[config.mk]
export PLATFORM = sky130hd
export DESIGN_NAME = motor_duty_sequencer
export DESIGN_NICKNAME = d
export VERILOG_FILES = /design/src/rtl/duty_seq_pkg.sv /design/src/rtl/saturating_adder_signed_unsigned.sv /design/src/rtl/motor_duty_sequencer.sv
export SDC_FILE = /design/constraint.sdc
export NUM_CORES = 1
export LEC_CHECK = 0
export CAP_MARGIN = 20
export CORE_MARGIN = 1
export CORE_UTILIZATION = 45
export CTS_BUF_LIST = sky130_fd_sc_hd__clkbuf_16
export CTS_CLUSTER_DIAMETER = 80
export CTS_CLUSTER_SIZE = 14
export DETAILED_ROUTE_END_ITERATION = 10
export GPL_ROUTABILITY_DRIVEN = 0
export GPL_TIMING_DRIVEN = 0
export PLACE_DENSITY = 0.69
export SYNTH_ARGS = -nofsm -noshare
export SYNTH_HDL_FRONTEND = slang
export SYNTH_HIERARCHICAL = 1
export SYNTH_SLANG_ARGS = --single-unit
[constraint.sdc]
create_clock -name clk_in -period 8.5 [get_ports clk_in]
set_clock_uncertainty 0.1 [all_clocks]
set_input_delay 1.275 -clock clk_in [delete_from_list [all_inputs] [get_ports clk_in]]
set_output_delay 1.275 -clock clk_in [all_outputs]
set_load 0.02 [all_outputs]
[src/rtl/duty_seq_pkg.sv]
// Shared types and defaults for the motor duty sequencer.
// The FSM walks IDLE -> LEFT -> RIGHT, one adder pass per duty.
package duty_seq_pkg;

  localparam int DUTY_WIDTH_DEFAULT = 8;

  typedef enum logic [1:0] {
    IDLE  = 2'd0,
    LEFT  = 2'd1,
    RIGHT = 2'd2
  } duty_seq_state_t;

endpackage

[src/rtl/saturating_adder_signed_unsigned.sv]
// Unsigned W-bit operand plus signed (W+1)-bit operand.
// The sum is clamped to the unsigned range [0, 2^W-1].
module saturating_adder_signed_unsigned #(
  parameter int UNSIGNED_WIDTH = 8
) (
  input  logic        [UNSIGNED_WIDTH-1:0] a,
  input  logic signed [UNSIGNED_WIDTH:0]   b,
  output logic        [UNSIGNED_WIDTH-1:0] sum
);

  localparam int W = UNSIGNED_WIDTH;

  // W+2 signed bits hold every sum from -2^W to 2^(W+1)-2 without wrap.
  logic signed [W+1:0] full;

  always_comb begin
    full = $signed({2'b00, a}) + $signed({b[W], b});
    if (full < 0) begin
      sum = '0;
    end else if (full > $signed({2'b00, {W{1'b1}}})) begin
      sum = {W{1'b1}};
    end else begin
      sum = full[W-1:0];
    end
  end

endmodule

[src/rtl/motor_duty_sequencer.sv]
// Turns a PID correction into a left/right duty pair using one shared
// saturating adder, committing both duties together on the same edge.
module motor_duty_sequencer
  import duty_seq_pkg::*;
#(
  parameter int UNSIGNED_WIDTH = DUTY_WIDTH_DEFAULT
) (
  input  logic                        clk_in,
  input  logic                        rst_n_in,
  input  logic        [UNSIGNED_WIDTH-1:0] base_duty_in,
  input  logic signed [UNSIGNED_WIDTH:0]   correction_in,
  input  logic                        correction_valid_in,
  input  logic                        stop_in,
  output logic                        ready_out,
  output logic        [UNSIGNED_WIDTH-1:0] left_duty_out,
  output logic        [UNSIGNED_WIDTH-1:0] right_duty_out,
  output logic                        duty_valid_out
);

  localparam int W = UNSIGNED_WIDTH;

  duty_seq_state_t state_reg, state_next;

  logic        [W-1:0] base_reg;
  logic signed [W:0]   corr_reg;
  logic        [W-1:0] left_shadow_reg;
  logic signed [W:0]   adder_b;
  logic        [W-1:0] adder_sum;
  logic                accept;

  // -(-2^W) does not fit in W+1 signed bits; clamp it to the largest positive.
  function automatic logic signed [W:0] neg(input logic signed [W:0] x);
    logic signed [W+1:0] t;
    t = -$signed({x[W], x});
    if (t > $signed({2'b00, {W{1'b1}}})) begin
      return $signed({1'b0, {W{1'b1}}});
    end
    return t[W:0];
  endfunction

  assign ready_out = (state_reg == IDLE) && !stop_in;
  assign accept    = ready_out && correction_valid_in;
  assign adder_b   = (state_reg == RIGHT) ? neg(corr_reg) : corr_reg;

  saturating_adder_signed_unsigned #(
    .UNSIGNED_WIDTH(W)
  ) u_adder (
    .a   (base_reg),
    .b   (adder_b),
    .sum (adder_sum)
  );

  always_ff @(posedge clk_in or negedge rst_n_in) begin
    if (!rst_n_in) begin
      state_reg <= IDLE;
    end else begin
      state_reg <= state_next;
    end
  end

  always_comb begin
    state_next = state_reg;
    if (stop_in) begin
      state_next = IDLE;
    end else begin
      case (state_reg)
        IDLE:    if (accept) state_next = LEFT;
        LEFT:    state_next = RIGHT;
        RIGHT:   state_next = IDLE;
        default: state_next = IDLE;
      endcase
    end
  end

  always_ff @(posedge clk_in or negedge rst_n_in) begin
    if (!rst_n_in) begin
      base_reg        <= '0;
      corr_reg        <= '0;
      left_shadow_reg <= '0;
      left_duty_out   <= '0;
      right_duty_out  <= '0;
      duty_valid_out  <= 1'b0;
    end else if (stop_in) begin
      left_duty_out  <= '0;
      right_duty_out <= '0;
      duty_valid_out <= 1'b0;
    end else begin
      duty_valid_out <= 1'b0;
      case (state_reg)
        IDLE: begin
          if (accept) begin
            base_reg <= base_duty_in;
            corr_reg <= correction_in;
          end
        end
        LEFT: begin
          left_shadow_reg <= adder_sum;
        end
        RIGHT: begin
          left_duty_out  <= left_shadow_reg;
          right_duty_out <= adder_sum;
          duty_valid_out <= 1'b1;
        end
        default: ;
      endcase
    end
  end

endmodule

==> reports/metrics.cfg, run 1 <==
[status]
status = finished clean

[pwr]
p_leak_uw = 0.00130
ir_drop_mv = 0.129
power.density_nw_per_um2 = 260
fin_total_pwr_uw = 823

[clocking]
cts_tree = yes
root_buffer = clkbuf_16
cts_buffers = 5
clock_latency_ns = 0.29
clockBufferDepth = 2
post_cts_buffers = 0
path_clk_slew_ns = 0.06
cts_max_level = 2
cts.sinks = 44
cts_resized = 0
cts_hold_buf = 0

[global_routing]
first_global_vias = 2002
grt_pass1_wl_um = 9670
overflow = 0
track_usage_pct = 21.0
grt_max_degree = 29
antenna_found_initial = 0

[sta]
tightest_slew_ns = 0.458
fin_crit_ns = 3.66
rsz0062_at_grt = no
drv_slew = 0
setup_viol = 0
clock.fmax_mhz = 273
tns_ns = 0
final-hold-violation-count = 0
relSlewSlack_pct = 69.2
min_period_over_period_pct = 43.1

[synthesis]
ys.flop_type = dfrtp_1
syn_area_um2 = 2520
synth-seq-area-share_pct = 43.6
synthTopCellsByArea = dfrtp_1, mux2_2, a21oi_1, nand2_1, ha_1
synth_fp_nets = 281
yosys_register_bits = 44
synth_top_cell_by_area = dfrtp_1
synthCells = 250
avgSynthCellArea_um2 = 10.1
yosysUniqueCellTypes = 50
synth_top_area_share_pct = 43.6
synth_edf_count = 0
synthArstFlopShare_pct = 100
yosysWarnings = 6

[finish]
largest_reg_flops = 9
design_area_um2 = 3160
area_growth_pct = 25.4
n_antenna_cell = 0
final_util_pct = 60.4
final_cell_mix = dfrtp_1, nand2_1, clkdlybuf4s50_1
final_common_cell = dfrtp_1
nNetsFinal = 326
layout-drive-gt1-share_pct = 19.6

[critical_path]
timing.rr.start = corr_reg[1]
r2r_cells = 13
cp-endpoint = left_shadow_reg[1]
r2r_end = left_shadow_reg[1]
startpoint_type = flip-flop
path_max_fanout = 6
crit_type = flip-flop to flip-flop
worstPathArrival_ns = 3.73
crit_path_start = corr_reg[1]
path_cells = inv_1, ha_1, nor4_1, a21o_1, nand3_2, a22oi_1, ha_1, a211oi_1, o21ai_0, a221oi_1, a21oi_1, mux2_2, mux2_2
crit_slowest_cell = a221oi_1
cp-end-kind = flip-flop
max_stage_delay_ns = 0.46
cp.required_ns = 8.58
rrSetupSlack_ns = 4.84

[worst_hold_path]
hold_path_class = flip-flop to flip-flop

[route]
postRouteWirelength_um = 5570
drc = 0
ant_nets = 0
dr.pass1.iters = 4
via_per_inst = 5.49
num_vias = 2011
routedWlPerCell_um = 15.2
dr.first_iter.drc_count = 111

[floorplanning]
dieHeight_um = 76.9
core_area_um2 = 5240
rows = 26
die-area_um2 = 5910
initial_core_util_pct = 48.2
io-pin-count = 39
die_x_um = 76.9

[place]
portBuffers = 37
dp_hpwl_um = 4010
placed_area_um2 = 3000

[run]
max_cap_viol_count = 0

## Yosys cell counts, types with 2 or more instances
| library cell | instances |
|---|---|
| dfrtp_1 | 44 |
| nand2_1 | 38 |
| a21oi_1 | 31 |
| mux2_2 | 24 |
| nor2_1 | 12 |
| o21ai_0 | 12 |
| ha_1 | 9 |
| buf_2 | 7 |
| inv_1 | 6 |
| a21o_1 | 4 |
| buf_6 | 4 |
| o21a_1 | 4 |
| o22ai_1 | 4 |
| a211oi_1 | 3 |
| nand2b_1 | 3 |
| nand3_1 | 3 |
| nor3_1 | 3 |
| xnor2_1 | 3 |
| clkbuf_1 | 2 |
| nor4_1 | 2 |
| o31ai_1 | 2 |
| or3_1 | 2 |
## area by class of cell
cell class                      count  area (um^2)
Buffer                             13         87.6
Fill cell                         476         2070
Timing Repair Buffer               38          385
Clock buffer                        5          125
Inverter                            6         22.5
Sequential cell                    44         1100
Multi-Input combinational cell    187         1310
Tap cell                           70         87.6
Clock inverter                      3         42.5
## worst max-delay path: cells and delay by family, from the launching register on
kind / cells / cell delay [ns]
compound gates: 6 / 1.52
fa+ha+maj: 2 / 0.53
buf+inv: 1 / 0.10
flops: 1 / 0.42
mux: 2 / 0.55
simple gates: 2 / 0.32
## power by group
part	internal, uW	leakage [uW]	total (uW)	switching [uW]
Clock	138	0.0000798	221	82.7
Sequential	249	0.000559	281	31.6
Combinational	151	0.000660	321	170
## worst min path at each step
stage	startpoint	end	cells after the start
5_1_grt	left_shadow_reg[5]	left_shadow_reg[5]	1
3_3_place_gp	left_shadow_reg[7]	left_shadow_reg[7]	1
4_1_cts	left_shadow_reg[5]	left_shadow_reg[5]	1
3_5_place_dp	left_shadow_reg[5]	left_shadow_reg[5]	1
6_report	left_shadow_reg[7]	left_shadow_reg[7]	1
2_1_floorplan	left_shadow_reg[0]	left_shadow_reg[0]	1
## per-stage QoR
| stage | hold WS [ns] | worst slack (ns) | std cells |
|---|---|---|---|
| finish | 0.408 | 4.84 | 366 |
| floorplan | 0.381 | 5.32 | 250 |
| global route | 0.428 | 4.57 | 366 |
| global placement | 0.391 | 4.85 | 357 |
| detailed placement | 0.397 | 4.88 | 358 |
| CTS | 0.413 | 4.85 | 366 |
## kinds of logic after synthesis
group	synth area share [%]
fa+ha+maj	5.26
buf+inv	4.36
compound gates	20.3
mux	10.7
xor+xnor	1.39
simple gates	14.4
flops	43.6
## layer usage
metal | part of all wire (%) | track usage [%]
met5 | 0 | 0
met4 | 1.2 | 6.35
met3 | 4.3 | 4.40
met2 | 47 | 33.9
met1 | 47 | 28.3
No activity file was read; power rests on OpenSTA's default activity.
==> run 2: changes to the inputs <==
clock period = 3.8 ns   (was 8.5 ns; I/O delays follow)
==> run 2 against run 1 <==
Register-to-register slack got worse by 4.6 ns. Via count shrank 0.15%. Total power is 120% higher. Utilization up 0.21 points. Combinational power is 130% higher. Largest cell class unchanged.
==> reports/metrics.cfg, run 2 (synthesized netlist as in run 1, its figures left out) <==
[status]
status = finished clean  ; unchanged

[sta]
tightest_slew_ns = 0.450  ; was 0.458 ns
clock.fmax_mhz = 281  ; was 273 MHz
fin_crit_ns = 3.56  ; was 3.66 ns
rsz0062_at_grt = no  ; unchanged
tns_ns = 0  ; unchanged
relSlewSlack_pct = 70.0  ; was 69.2%
drv_slew = 0  ; unchanged
min_period_over_period_pct = 93.6  ; was 43.1%
final-hold-violation-count = 0  ; unchanged
setup_viol = 0  ; unchanged
worst_slack_ns = 0.245  ; was 4.84 ns

[finish]
design_area_um2 = 3180  ; was 3160 um^2
regArea_um2 = 1100  ; unchanged
n_antenna_cell = 0  ; unchanged
layout-drive-gt1-share_pct = 20.3  ; was 19.6%
final_common_cell = dfrtp_1  ; unchanged
fillCellCount = 472  ; was 476
fin_cells = 366  ; unchanged
area_growth_pct = 25.8  ; was 25.4%
multi_input_area_um2 = 1320  ; was 1310 um^2
nNetsFinal = 326  ; unchanged
largest_reg_flops = 9  ; unchanged
final_cell_mix = dfrtp_1, nand2_1, clkdlybuf4s50_1  ; unchanged

[place]
dp_slack_ns = 0.181  ; was 4.88 ns
portBuffers = 37  ; unchanged
placed_area_um2 = 3000  ; unchanged
place_inst = 358  ; unchanged
dp_hpwl_um = 4010  ; unchanged

[critical_path]
path_max_fanout = 6  ; unchanged
worstPathArrival_ns = 3.63  ; was 3.73 ns
crit_slowest_cell = dfrtp_1  ; was a221oi_1
crit_type = flip-flop to flip-flop  ; unchanged
crit_buf_inv = 2  ; was 1
cp.required_ns = 3.88  ; was 8.58 ns
cp-end-kind = flip-flop  ; unchanged
max_stage_delay_ns = 0.43  ; was 0.46 ns
path_cells = inv_1, ha_1, nor4_1, a21o_1, nand3_2, o21ai_0, ha_1, inv_1, fa_1, nor2b_4, o31a_4, a211o_2, a21oi_1, mux2_2, mux2_2  ; was inv_1, ha_1, nor4_1, a21o_1, nand3_2, a22oi_1, ha_1, a211oi_1, o21ai_0, a221oi_1, a21oi_1, mux2_2, mux2_2
startpoint_type = flip-flop  ; unchanged
crit_family = adder cells  ; was compound AO/OA/AOI/OAI gates

[global_routing]
first_global_vias = 2002  ; unchanged
antenna_found_initial = 0  ; unchanged
track_usage_pct = 21.0  ; unchanged
grt_max_degree = 29  ; unchanged
grt_pass1_wl_um = 9670  ; unchanged
overflow = 0  ; unchanged

[clocking]
post_cts_buffers = 0  ; unchanged
cts.sinks = 44  ; unchanged
clock_latency_ns = 0.29  ; about the same
root_buffer = clkbuf_16  ; unchanged
path_clk_slew_ns = 0.06  ; about the same
clockBufferDepth = 2  ; unchanged
cts_buffers = 5  ; unchanged
cts_tree = yes  ; unchanged
cts_max_level = 2  ; unchanged

[route]
ant_nets = 0  ; unchanged
routedWlPerCell_um = 15.2  ; about the same
dr.first_iter.drc_count = 106  ; was 111
postRouteWirelength_um = 5570  ; about the same
dr.pass1.iters = 4  ; unchanged
via_per_inst = 5.49  ; about the same
drc = 0  ; unchanged
num_vias = 2008  ; was 2011

[pwr]
ir_drop_mv = 0.287  ; was 0.129 mV
power.density_nw_per_um2 = 582  ; was 260 nW/um^2
p_leak_uw = 0.00130  ; about the same

[floorplanning]
initial_core_util_pct = 48.2  ; unchanged
die-area_um2 = 5910  ; unchanged
die_x_um = 76.9  ; unchanged
dieHeight_um = 76.9  ; unchanged
rows = 26  ; unchanged
core_area_um2 = 5240  ; unchanged
io-pin-count = 39  ; unchanged

[run]
max_cap_viol_count = 0  ; unchanged

[worst_hold_path]
hold_path_class = primary input to asynchronous set/reset pin  ; was flip-flop to flip-flop

run 2: area by class of cell:
| type | count | share of cell area (%) |
|---|---|---|
| buffer | 13 | 2.76 |
| clock buffer | 5 | 3.94 |
| clock inverter | 3 | 1.34 |
| inverter | 6 | 0.709 |
| multi-input combinational | 187 | 41.7 |
| sequential | 44 | 34.7 |
| tap | 70 | 2.76 |
| timing repair buffer | 38 | 12.1 |
run 2: worst paths after layout:
kind | endpoint | startpoint | cells past startpoint | slack (ns)
max in group asynchronous | left_duty_out[7] | rst_n_in | 2 | 3.01
min in group clk_in | right_duty_out[7] | stop_in | 2 | 0.40
min reg2reg | left_shadow_reg[7] | left_shadow_reg[7] | 1 | 0.41
min | base_reg[5] | rst_n_in | 1 | 0.10
max reg2reg | left_shadow_reg[1] | corr_reg[0] | 15 | 0.24
max | left_shadow_reg[1] | corr_reg[0] | 15 | 0.24
run 2: timing repair:
action                     CTS  global route
setup endpoints to repair    0             6
hold buffers                 0             0
hold endpoints to repair     0             0
gates resized for setup      0             3
run 2: routing by layer:
layer | global-route usage (%) | routed length, um | vias to the layer above
li1 | - | - | 986
met1 | 28.3 | 2640 | 982
met2 | 33.9 | 2650 | 33
met3 | 4.40 | 220 | 7
met4 | 6.35 | 68 | 0
met5 | 0 | 0 | -
run 2: power breakdown:
part	total, uW	switching, uW	internal [uW]
sequential	628	70.1	558
combinational	726	385	342
clock	494	185	309
run 2: metrics by stage:
step / power (uW) / hold WS (ns) / util [%]
after global placement: 1320 / 0.391 / 56.9
after global routing: 1970 / 0.130 / 60.6
after CTS: 1840 / 0.117 / 60.4
after detailed placement: 1340 / 0.397 / 57.2
after floorplan: 1160 / 0.174 / -
final: 1850 / 0.101 / 60.6
